`src/rtl/conv3x3_mac_pe.sv`:
```
// 3x3 window MAC processing element: accumulates over channels, adds bias, round-shifts and saturates.
// Optional macro CONV_PE_RELU_EN clamps negative results to zero before saturation.
module conv3x3_mac_pe #(
    parameter int DATA_W = 8,
    parameter int BIAS_W = 8,
    parameter int OUT_W  = 8,
    parameter int ACC_W  = 32,
    parameter int MAX_CH = 64
) (
    input  logic                  clk,
    input  logic                  rst_n,
    input  logic                  in_valid,
    output logic                  in_ready,
    input  logic                  in_last,
    input  logic [9*DATA_W-1:0]   ifm_win,
    input  logic [9*DATA_W-1:0]   wgt_win,
    input  logic [BIAS_W-1:0]     bias_in,
    input  logic [4:0]            shift_in,
    output logic                  out_valid,
    input  logic                  out_ready,
    output logic [OUT_W-1:0]      ofm_out,
    output logic                  ch_ovf
);

    localparam int PROD_W = 2 * DATA_W;
    localparam int CNT_W  = $clog2(MAX_CH + 1);

    typedef enum logic [1:0] {ACC, DRAIN, OUT} state_t;

    state_t state_q, state_d;

    logic signed [DATA_W-1:0] ifm_e [9];
    logic signed [DATA_W-1:0] wgt_e [9];
    logic signed [PROD_W-1:0] prod_d [9];
    logic signed [PROD_W-1:0] prod_p1_q [9];
    logic                     vld_p1_q, last_p1_q;
    logic signed [ACC_W-1:0]  sum_d;
    logic signed [ACC_W-1:0]  sum_p2_q;
    logic                     vld_p2_q, last_p2_q;
    logic signed [ACC_W-1:0]  acc_q;
    logic signed [ACC_W-1:0]  res_p3_q;
    logic                     vld_p3_q;
    logic signed [BIAS_W-1:0] bias_q;
    logic [4:0]               shift_q;
    logic [CNT_W-1:0]         cnt_q;
    logic signed [OUT_W-1:0]  ofm_q, ofm_d;
    logic                     out_valid_q;
    logic                     ch_ovf_q;

    logic accept, cnt_at_max, last_beat, ovf_beat;

    function automatic logic signed [ACC_W:0] round_shift(input logic signed [ACC_W-1:0] r,
                                                          input logic [4:0] sh);
        logic signed [ACC_W:0] x;
        x = (ACC_W+1)'(r);
        if (sh != 5'd0) begin
            x = x + ((ACC_W+1)'(1) <<< (sh - 5'd1));
            x = x >>> sh;
        end
        return x;
    endfunction

    function automatic logic signed [ACC_W:0] relu(input logic signed [ACC_W:0] x);
        return (x < 0) ? '0 : x;
    endfunction

    function automatic logic signed [OUT_W-1:0] saturate(input logic signed [ACC_W:0] x);
        logic signed [ACC_W:0] hi, lo;
        hi = (ACC_W+1)'((1 <<< (OUT_W-1)) - 1);
        lo = -hi - 1;
        if (x > hi)      return OUT_W'(hi);
        else if (x < lo) return OUT_W'(lo);
        else             return OUT_W'(x);
    endfunction

    assign in_ready   = (state_q == ACC);
    assign accept     = in_valid && in_ready;
    assign cnt_at_max = (cnt_q == CNT_W'(MAX_CH - 1));
    assign last_beat  = accept && (in_last || cnt_at_max);
    assign ovf_beat   = accept && !in_last && cnt_at_max;

    always_comb begin
        for (int k = 0; k < 9; k++) begin
            ifm_e[k]  = ifm_win[k*DATA_W +: DATA_W];
            wgt_e[k]  = wgt_win[k*DATA_W +: DATA_W];
            prod_d[k] = PROD_W'(ifm_e[k]) * PROD_W'(wgt_e[k]);
        end
    end

    always_comb begin
        sum_d = '0;
        for (int k = 0; k < 9; k++) begin
            sum_d = sum_d + ACC_W'(prod_p1_q[k]);
        end
    end

`ifdef CONV_PE_RELU_EN
    assign ofm_d = saturate(relu(round_shift(res_p3_q, shift_q)));
`else
    assign ofm_d = saturate(round_shift(res_p3_q, shift_q));
`endif

    always_comb begin
        state_d = state_q;
        case (state_q)
            ACC:     if (last_beat) state_d = DRAIN;
            DRAIN:   if (vld_p3_q) state_d = OUT;
            OUT:     if (out_valid_q && out_ready) state_d = ACC;
            default: state_d = ACC;
        endcase
    end

    always_ff @(posedge clk or negedge rst_n) begin
        if (!rst_n) begin
            state_q     <= ACC;
            vld_p1_q    <= 1'b0;
            last_p1_q   <= 1'b0;
            vld_p2_q    <= 1'b0;
            last_p2_q   <= 1'b0;
            vld_p3_q    <= 1'b0;
            sum_p2_q    <= '0;
            acc_q       <= '0;
            res_p3_q    <= '0;
            bias_q      <= '0;
            shift_q     <= '0;
            cnt_q       <= '0;
            ofm_q       <= '0;
            out_valid_q <= 1'b0;
            ch_ovf_q    <= 1'b0;
            for (int k = 0; k < 9; k++) prod_p1_q[k] <= '0;
        end else begin
            state_q <= state_d;
            // S1: products of the accepted beat
            vld_p1_q  <= accept;
            last_p1_q <= last_beat;
            if (accept) begin
                for (int k = 0; k < 9; k++) prod_p1_q[k] <= prod_d[k];
            end
            if (last_beat) begin
                bias_q  <= bias_in;
                shift_q <= shift_in;
            end
            if (ovf_beat) ch_ovf_q <= 1'b1;
            // S2: adder tree
            vld_p2_q  <= vld_p1_q;
            last_p2_q <= last_p1_q;
            if (vld_p1_q) sum_p2_q <= sum_d;
            // S3: accumulate, or fold in bias and close the pixel
            vld_p3_q <= vld_p2_q && last_p2_q;
            if (vld_p2_q && last_p2_q) begin
                res_p3_q <= acc_q + sum_p2_q + ACC_W'(bias_q);
                acc_q    <= '0;
                cnt_q    <= '0;
            end else begin
                if (vld_p2_q) acc_q <= acc_q + sum_p2_q;
                if (accept)   cnt_q <= cnt_q + 1'b1;
            end
            // Output register: round, saturate, hold until handshake
            if (vld_p3_q) begin
                ofm_q       <= ofm_d;
                out_valid_q <= 1'b1;
            end else if (out_valid_q && out_ready) begin
                out_valid_q <= 1'b0;
            end
        end
    end

    assign out_valid = out_valid_q;
    assign ofm_out   = ofm_q;
    assign ch_ovf    = ch_ovf_q;

endmodule

```
`config.mk`:
```
export PLATFORM = sky130hd
export DESIGN_NAME = conv3x3_mac_pe
export DESIGN_NICKNAME = d
export VERILOG_FILES = /design/src/rtl/conv3x3_mac_pe.sv
export SDC_FILE = /design/constraint.sdc
export NUM_CORES = 2
export LEC_CHECK = 0
export ABC_AREA = 1
export CAP_MARGIN = 0
export CORE_ASPECT_RATIO = 0.6
export CORE_MARGIN = 3
export CORE_UTILIZATION = 64
export DETAILED_ROUTE_END_ITERATION = 7
export PLACE_DENSITY = 0.87
export SYNTH_ARGS = -nofsm -noshare
export SYNTH_HDL_FRONTEND = slang
export SYNTH_SLANG_ARGS = --single-unit
export TNS_END_PERCENT = 20
```
`constraint.sdc`:
```
create_clock -name clk -period 6.5 [get_ports clk]
set_clock_uncertainty 0.1 [all_clocks]
set_input_delay 1.625 -clock clk [delete_from_list [all_inputs] [get_ports clk]]
set_output_delay 1.625 -clock clk [all_outputs]
set_load 0.02 [all_outputs]
```
==> run metrics <==
gr ovfl total=0; Worst-path clk slew=approximately 0.070 ns; Core Area=~0.067 sq mm; most used flip-flop cell after synthesis=dfrtp_1; met1 WL=53300 um; Synth top area share=about 28%; hold_sp=last_p1_q; DRT antenna net count=0; Placed Area=~0.048 sq mm; nets@finish=just over 7000; RR Startpoint=prod_p1_q[50]; RSZ-0062 raised after global routing=false; die height=~210 um; vias in the first global route=~39000; Layout area overhead=11.8%; final hold viol count=0; max_cap viols=0; synthesized cell area=between 0.04 and 0.05 sq mm; routed via count=39200; GPL Wtd Cong=around 1.1; Mapped Cells=slightly below 6000; fillers=4914; cell internal pwr=between 5000 and 6000 uW; Max Slew Vio Count=0; Initial Util=between 60% and 70%; slew margin rel.=between 10% and 20%; Core Rows=73; PwrDens=roughly 220 mW/mm^2; slowest stage delay, CP=~0.54 ns; clock share of power=between 10% and 20%; Die Area=roughly 0.07 sq mm; endpoints failing setup=0; commonest cells in the netlist=nand2_1, inv_1, fa_1, ha_1, nand3_1; async set-reset flop share out of synthesis=100%; Finished Cell Area=0.0487 sq mm; worst hold endpoint=last_p2_q; Met3 Wirelength=around 18000 um; met2 wire length=approximately 54000 um; most used cell, CP=fa_1; wire per inst=18.8 um; Synth area leaders=fa_1, dfrtp_1, nand2_1, inv_1, ha_1; Synth area leader=fa_1; number of buffers created by CTS=28; Net Switching=just under 5000 uW; Post-Syn Nets=roughly 6900; Comb pwr share=between 60% and 70%; port buffer count=~170; CP Class=input pin to register; Synth cell types=49; GRT Resource Usage Total=between 30 and 40%; Post-Syn Area per Cell=between 7 and 8 sq um; share of the clock period used by the worst path=a little over nine tenths; worst-path cell chain=clkdlybuf4s50_1 > inv_1 > or2_2 > fa_1 > fa_1 > inv_1 > fa_1 > fa_1 > ha_1 > inv_1 > buf_4 > nor2_1 > nor2_1 > o21bai_1 > a21oi_1 > o21bai_1 > a21oi_1 > o21bai_1 > nand2_1 > nand2_1 > a21oi_1 > xor2_1 > o21ai_0; Post-CTS Setup Bufs=0; CTS Sinks=roughly 270; WHS Path Cells=0; YS warnings=0; R2R Path End=sum_p2_q[22]; leading cell type by number of instances after synthesis=nand2_1; clk root buf=clkbuf_16; Worst Tran Pin Value=around 1.2 ns; IO Pins=~170; initial DRC count=about 4700; die extent in x=between 300 and 400 um; clock buffer depth=3; TritonCTS clock tree=yes; slowest CP cell=fa_1; CP required=between 6 and 7 ns; worst hold-check path type=register to register; crit start category=input pin; dpl hpwl=roughly 110000 um; layout cells sized above 1=~7.3%; initial antenna violation count=3; sequential share of the synthesized area=15.4%; Skew-Pair Late Insertion Delay=0.61 ns; worst vdd ir=between 300 and 400 uV; drc violations=0; maximum number of pins on one net before global-route repair=167; sequential share of power=15.5%; fin cells=6968; total wire length=~130000 um; Critical Path End Type=register; flops & latches, synth=between 200 and 300; DP Cell Count=approximately 7000; first-pass GRT wire length=approximately 210000 um; worst reg2reg path depth=27; run status=finished clean; reg2reg setup slack=around 0.61 ns; worst path arrival time=about 6.7 ns; EDFF count, synth=0; crit-path max FO=2; Post-CTS Resized=0; highest routed layer=met5; Max Fclk=159 MHz; Tmin final=approximately 6.3 ns; TritonRoute pass-1 iters=6; routed vias/inst=5.62; hold buffer count at CTS=0; Sw Share=approximately 45%; Leak Pwr=between 0.02 and 0.03 uW; H-tree depth=1
-- sequential cells by signal, summed over array words and instances, names as in the netlist --
name,count
ch_ovf,1
sum_p2_q,24
prod_p1_q,144
out_valid,1
res_p3_q,32
vld_p3_q,1
shift_q,5
cnt_q,7
ofm_out,8
vld_p2_q,1
last_p2_q,1
state_q,2
acc_q,32
bias_q,8
last_p1_q,1
vld_p1_q,1
-- placed cells by master, fill, tap and decap left out, types with 28 or more instances in the layout --
master / count
nand2_1: 1445
inv_1: 1393
fa_1: 613
ha_1: 376
nand3_1: 291
buf_4: 273
dfrtp_1: 269
nor2_1: 259
o21ai_0: 226
clkdlybuf4s50_1: 171
a21oi_1: 169
xor2_1: 103
xnor2_1: 90
or2_2: 61
o21bai_1: 30
clkbuf_16: 28
-- power by group through the flow --
stage               clock network (uW)  logic, uW  registers (uW)
global route                      1890       8250            1670
detailed placement                   0       7080            1710
global placement                     0       6640            1710
finish                            1820       7330            1670
CTS                               1810       7220            1670
floorplan                            0       4800            1710
-- kinds of logic after synthesis --
group | after synthesis | synth area share [%]
simple gates | 2144 | 20.2
buf+inv | 1630 | 14.1
xor+xnor | 193 | 3.88
compound gates | 566 | 7.43
mux | 1 | 0.0230
flops | 269 | 15.4
fa+ha+maj | 990 | 39.0
-- worst max path at each step --
stage / from / to / slack (ns) / cells after the start
2_1_floorplan: ifm_win[32] / prod_p1_q[78] / 0.34 / 23
3_3_place_gp: wgt_win[39] / prod_p1_q[78] / -0.36 / 24
3_5_place_dp: wgt_win[39] / prod_p1_q[78] / -0.48 / 24
4_1_cts: wgt_win[39] / prod_p1_q[78] / 0.11 / 24
5_1_grt: wgt_win[15] / prod_p1_q[127] / 0.005 / 27
6_report: wgt_win[55] / prod_p1_q[47] / 0.21 / 23
-- critical path: cells and delay by family --
kind            cells  cell delay [ns]
xor+xnor            1             0.14
simple gates        5             0.66
fa+ha+maj           5             2.38
compound gates      7             1.10
buf+inv             5             0.79
-- layer usage --
| layer | global-route usage [%] | vias up |
|---|---|---|
| met3 | 11.2 | 357 |
| met1 | 54.5 | 18800 |
| met5 | 0 | - |
| met4 | 12.9 | 2 |
| met2 | 53.0 | 2255 |
| li1 | - | 17800 |
-- area by class of cell --
| class | instances | area (sq um) | area share (%) |
|---|---|---|---|
| repair buffers | 448 | 3840 | 7.87 |
| well taps | 900 | 1130 | 2.31 |
| inverters | 1403 | 5270 | 10.8 |
| diodes | 2 | 5.00 | 0.0103 |
| clock buffers | 28 | 701 | 1.44 |
| multi-input cells | 3894 | 30800 | 63.2 |
| clock inverters | 24 | 293 | 0.601 |
| flip-flops and latches | 269 | 6730 | 13.8 |
-- per-stage QoR --
stage / hold slack (ns) / worst slack [ns] / utilization, % / total power [uW] / setup TNS, ns
CTS: 0.250 / 0.113 / 72.8 / 10700 / 0
detailed placement: 0.235 / -0.478 / 71.3 / 8790 / -4.50
global route: 0.285 / 0.00491 / 72.9 / 11800 / 0
global placement: 0.232 / -0.359 / 71.3 / 8340 / -1.07
finish: 0.250 / 0.213 / 72.9 / 10800 / 0
floorplan: 0.231 / 0.336 / - / 6500 / 0
Note: power is estimated with default switching activity, not from simulation.
